--- config.mk ---
export PLATFORM = sky130hd
export DESIGN_NAME = folding_2_inv_flat
export DESIGN_NICKNAME = d
export VERILOG_FILES = /design/src/rtl/folding_2_inv_if.sv /design/src/rtl/folding_2_inv.sv /design/src/flat_wrapper.sv
export SDC_FILE = /design/constraint.sdc
export NUM_CORES = 1
export LEC_CHECK = 0
export CORE_AREA = 2 2 149 151
export DETAILED_ROUTE_END_ITERATION = 7
export DIE_AREA = 0 0 151 153
export PLACE_DENSITY = 0.69
export SLEW_MARGIN = 20
export SYNTH_ARGS = -nofsm -noshare
export SYNTH_HDL_FRONTEND = slang
export SYNTH_SLANG_ARGS = --single-unit
export TNS_END_PERCENT = 10
--- constraint.sdc ---
create_clock -name clk -period 15.4 [get_ports clk]
set_input_delay 4.62 -clock clk [delete_from_list [all_inputs] [get_ports clk]]
set_output_delay 4.62 -clock clk [all_outputs]
set_load 0.05 [all_outputs]
--- src/rtl/folding_2_inv_if.sv ---
// rtl/folding_2_inv_if.sv - sample/result handshake bundle for the folded inverse filter
interface folding_2_inv_if #(
    parameter int n = 16
);
    logic         in_valid;
    logic         in_ready;
    logic [n-1:0] Yn;
    logic [n-1:0] a;
    logic [n-1:0] b;
    logic         out_valid;
    logic [n-1:0] Xn;

    modport master (
        output in_valid, Yn, a, b,
        input  in_ready, out_valid, Xn
    );

    modport slave (
        input  in_valid, Yn, a, b,
        output in_ready, out_valid, Xn
    );
endinterface

--- src/rtl/folding_2_inv.sv ---
// rtl/folding_2_inv.sv - 2-folded inverse filter x[n] = y[n] - a*y[n-3] - b*y[n-5]; FOLD_INV_SAT_EN selects saturating arithmetic
module folding_2_inv #(
    parameter int n = 16
) (
    input  logic           clk,
    input  logic           rst,
    folding_2_inv_if.slave bus
);
    typedef enum logic {S_P0, S_P1} state_t;

    state_t       state;
    logic [n-1:0] h1, h2, h3, h4, h5;
    logic [n-1:0] ys, ra, rb;
    logic [n-1:0] xn_q;
    logic         ov_q;
    logic [n-1:0] mul_x, mul_y;
    logic [n-1:0] res;

    // Ready only in phase 0 and never while reset is asserted.
    assign bus.in_ready  = (state == S_P0) && !rst;
    assign bus.out_valid = ov_q;
    assign bus.Xn        = xn_q;

    // Single multiplier operand select: (a, h3) in phase 0, (rb, h5) in phase 1.
    // While idle in phase 0 the latched ra keeps the multiplier inputs quiet.
    always_comb begin
        mul_x = ra;
        mul_y = h3;
        if (state == S_P0) begin
            mul_x = bus.in_valid ? bus.a : ra;
            mul_y = h3;
        end else begin
            mul_x = rb;
            mul_y = h5;
        end
    end

`ifdef FOLD_INV_SAT_EN
    localparam int AW = 2 * n + 2;

    logic signed [2*n-1:0] prod;
    logic [AW-1:0]         prod_ext;
    logic [AW-1:0]         sub_lhs;
    logic [AW-1:0]         diff;
    logic [AW-1:0]         acc;

    assign prod     = $signed(mul_x) * $signed(mul_y);
    assign prod_ext = {{2{prod[2*n-1]}}, prod};
    assign sub_lhs  = (state == S_P0) ? {{(AW - n){bus.Yn[n-1]}}, bus.Yn} : acc;
    assign diff     = sub_lhs - prod_ext;

    // Clamp when the bits above the n-bit result are not all copies of its sign.
    always_comb begin
        res = diff[n-1:0];
        if (diff[AW-1:n-1] != {(AW - n + 1){diff[AW-1]}}) begin
            res = diff[AW-1] ? {1'b1, {(n - 1){1'b0}}} : {1'b0, {(n - 1){1'b1}}};
        end
    end
`else
    logic [n-1:0] prod_ext;
    logic [n-1:0] sub_lhs;
    logic [n-1:0] diff;
    logic [n-1:0] acc;

    // Low n bits of the product; everything wraps modulo 2^n.
    assign prod_ext = mul_x * mul_y;
    assign sub_lhs  = (state == S_P0) ? bus.Yn : acc;
    assign diff     = sub_lhs - prod_ext;
    assign res      = diff;
`endif

    // Two-phase sequencer: phase 0 takes the sample and first product, phase 1 finishes and shifts history.
    always_ff @(posedge clk) begin
        if (rst) begin
            state <= S_P0;
            h1    <= '0;
            h2    <= '0;
            h3    <= '0;
            h4    <= '0;
            h5    <= '0;
            ys    <= '0;
            ra    <= '0;
            rb    <= '0;
            acc   <= '0;
            xn_q  <= '0;
            ov_q  <= 1'b0;
        end else begin
            case (state)
                S_P0: begin
                    ov_q <= 1'b0;
                    if (bus.in_valid) begin
                        ys    <= bus.Yn;
                        ra    <= bus.a;
                        rb    <= bus.b;
                        acc   <= diff;
                        state <= S_P1;
                    end
                end
                S_P1: begin
                    xn_q  <= res;
                    ov_q  <= 1'b1;
                    h5    <= h4;
                    h4    <= h3;
                    h3    <= h2;
                    h2    <= h1;
                    h1    <= ys;
                    state <= S_P0;
                end
            endcase
        end
    end
endmodule

--- src/flat_wrapper.sv ---
// flat-port wrapper written by rule: the top's interface ports become plain ports
module folding_2_inv_flat 
#(
    parameter int n = 16
)
  (clk, rst, bus_in_valid, bus_Yn, bus_a, bus_b, bus_in_ready, bus_out_valid, bus_Xn);
  folding_2_inv_if #(.n(n)) bus_i ();
  input  logic clk;
  input  logic rst;
  input wire logic [$bits(bus_i.in_valid)-1:0] bus_in_valid;
  input wire logic [$bits(bus_i.Yn)-1:0] bus_Yn;
  input wire logic [$bits(bus_i.a)-1:0] bus_a;
  input wire logic [$bits(bus_i.b)-1:0] bus_b;
  output wire logic [$bits(bus_i.in_ready)-1:0] bus_in_ready;
  output wire logic [$bits(bus_i.out_valid)-1:0] bus_out_valid;
  output wire logic [$bits(bus_i.Xn)-1:0] bus_Xn;
  assign bus_i.in_valid = bus_in_valid;
  assign bus_i.Yn = bus_Yn;
  assign bus_i.a = bus_a;
  assign bus_i.b = bus_b;
  assign bus_in_ready = bus_i.in_ready;
  assign bus_out_valid = bus_i.out_valid;
  assign bus_Xn = bus_i.Xn;
  folding_2_inv #(.n(n)) u_core (.clk(clk), .rst(rst), .bus(bus_i));
endmodule
==> flow_metrics.tcl <==
set metrics [dict create \
    end_kind "output pin" \
    rows 54 \
    grt_max_degree 84 \
    crit_path_start "rst" \
    synth_seq_area_share_pct 30.5 \
    drt-wirelength-per-cell_um 17.4 \
    setup_viol 0 \
    p_per_area_mw_per_mm2 93.8 \
    worstMarginPinSlew_ns 0.990 \
    hold_depth 2 \
    dp_hpwl_um 19400 \
    final_area_mm2 0.0121 \
    fin_ws_ns 4.24 \
    final_cells 1516 \
    drtIter0Drc 524 \
    drv_cap 0 \
    total_power_mw 1.14 \
    fmax_mhz 89.6 \
    ioPinCount 69 \
    timing.final.crit_share_pct 72.4 \
    drive_above_1_share_pct 6.63 \
    diodes 0 \
    ir_drop_v 0.0000784 \
    vias_per_cell 5.31 \
    worstSkewPairLatency_ns 0.44 \
    track_usage_pct 23.8 \
    fin_setup_tns_ns 0 \
    grt_pass1_wl_um 42500 \
    rsz0062_at_grt "no" \
    worst_hold_path_type "flip-flop to flip-flop" \
    synth_cell_types 46 \
    cts_root_buffer "clkbuf_16" \
    layout.nets 1421 \
    synth_fp_nets 1381 \
    clk_pin_slew_ns 0.07 \
    fp.dieArea_mm2 0.0231 \
    hold_slack_ns 0.455 \
    hp-start "u_core.acc[6]$_SDFFE_PP0P_" \
    grt_overflow_total 0 \
    die_h_um 153 \
    rr_startpoint "u_core.state$_SDFF_PN0_" \
    path_max_fanout 78 \
    status "finished clean" \
    cts.sinks 162 \
    cts_resized 0 \
    crit_type "input port to output pin" \
    coreArea_mm2 0.0215 \
    postCtsHoldBufs 0 \
    gp_congestion 0.953 \
    area_growth_pct 13.9 \
    slew_violations 0 \
    start_kind "input port" \
    clockBufferDepth 2 \
    start_util_pct 49.5 \
    skew_ns 0.0155 \
    die_x_um 151 \
    worst_ep_arrival_time_ns 6.54 \
    grt_pass1_vias 7871 \
    final-hold-violation-count 0 \
    synth_top_area_share_pct 30.5 \
    syn_avg_cell_area_um2 8.99 \
    r2r_cells 24 \
    relSlewSlack_pct 34.0 \
    routed_wl_um 26300 \
    htreeDepth 4 \
    placed_area_mm2 0.0115 \
    min_period_ns 11.16 \
    ant_nets 0 \
    power.leakage_nw 5.19 \
    postCtsSetupRepairBufs 0 \
    antenna_found_initial 0 \
    dpl.cell_count 1484 \
    yosys.area.top_type "dfxtp_1" \
    synth_cells 1183 \
    ys_warn_count 0 \
    portBuffers 68 \
    dp_slack_ns 3.98 \
    netlist_area_mm2 0.0106 \
    final_common_cell "nor2_1" \
    ys_ff_latch 162 \
    final_cell_mix "nor2_1 (181), dfxtp_1 (161), nand2_1 (156)" \
    num_vias 8057 \
    tritoncts "built" \
    drt_pass1_iterations 5 \
    remaining_drc_errors 0 \
    final_util_pct 56.4 \
    cts_buffers 17 \
    cp.required_ns 10.78 \
    synth_area_leaders "dfxtp_1 (31%), fa_1 (18%), mux2i_1 (9.0%)" \
]
==> sequential cells by signal (all words and copies together), names as in the netlist <==
signal                cells
u_core.acc               16
u_core.bus.Xn            16
u_core.state              1
u_core.h5                16
u_core.rb                16
u_core.h4                16
u_core.bus.out_valid      1
u_core.h2                16
u_core.ra                16
u_core.h3                16
u_core.h1                16
u_core.ys                16
==> per-layer routing <==
metal / wire length (um) / up-vias / global-route usage [%]
met3: 1640 / 42 / 4.09
li1: - / 3889 / -
met5: 0 / - / 0
met2: 12000 / 259 / 37.1
met1: 12000 / 3867 / 33.7
met4: 642 / 0 / 7.97
==> cell usage after synthesis, drive strengths merged <==
cell type / count
nor2b: 17
xnor3: 7
and2: 1
nand3: 4
nor3: 2
nor2: 181
mux2i: 96
mux2: 16
nand2: 157
clkbuf: 34
a22o: 7
dfxtp: 162
o21bai: 4
a211oi: 6
xnor2: 29
o21ai: 14
or3b: 1
a21o: 7
and4: 1
o41ai: 1
a31oi: 4
o31ai: 4
ha: 51
nand2b: 11
a21oi: 97
a32oi: 1
nand3b: 2
fa: 96
or4: 2
nand4b: 2
a211o: 1
inv: 113
o221ai: 1
o21a: 5
or2: 15
xor2: 6
buf: 23
o211ai: 2
==> report_power, final <==
part | total [mW] | switching (mW) | internal (mW)
combinational | 0.249 | 0.149 | 0.0994
clock | 0.433 | 0.212 | 0.221
sequential | 0.454 | 0.0146 | 0.440
==> kinds of logic after synthesis <==
group	share of synthesized area (%)
DFF	30.5
AOI/OAI and AO/OA	8.49
adders and majority gates	24.1
muxes	10.8
and+or+nand+nor	15.4
buffers and inverters	6.37
xor gates and xnor gates	4.37
==> worst max-delay path: stages <==
cell and delay (ns):
buf_4 0.33, nor2_1 0.62, clkdlybuf4s50_1 0.93
==> path summary, 6_finish.rpt <==
path	to	slack, ns
setup reg to reg	u_core.bus.Xn[15]$_SDFFE_PP0P_	7.66
hold / removal	u_core.acc[6]$_SDFFE_PP0P_	0.46
setup / recovery	bus_in_ready	4.24
hold reg to reg	u_core.acc[6]$_SDFFE_PP0P_	0.46
==> cell type report <==
| type | instances | area, um2 |
|---|---|---|
| fill | 1966 | 9370 |
| multi-input combinational | 851 | 6720 |
| sequential | 162 | 3250 |
| timing repair buffer | 78 | 753 |
| inverter | 113 | 427 |
| clock buffer | 17 | 425 |
| tap | 280 | 350 |
| clock inverter | 15 | 190 |
No activity file was read; power rests on OpenSTA's default activity.
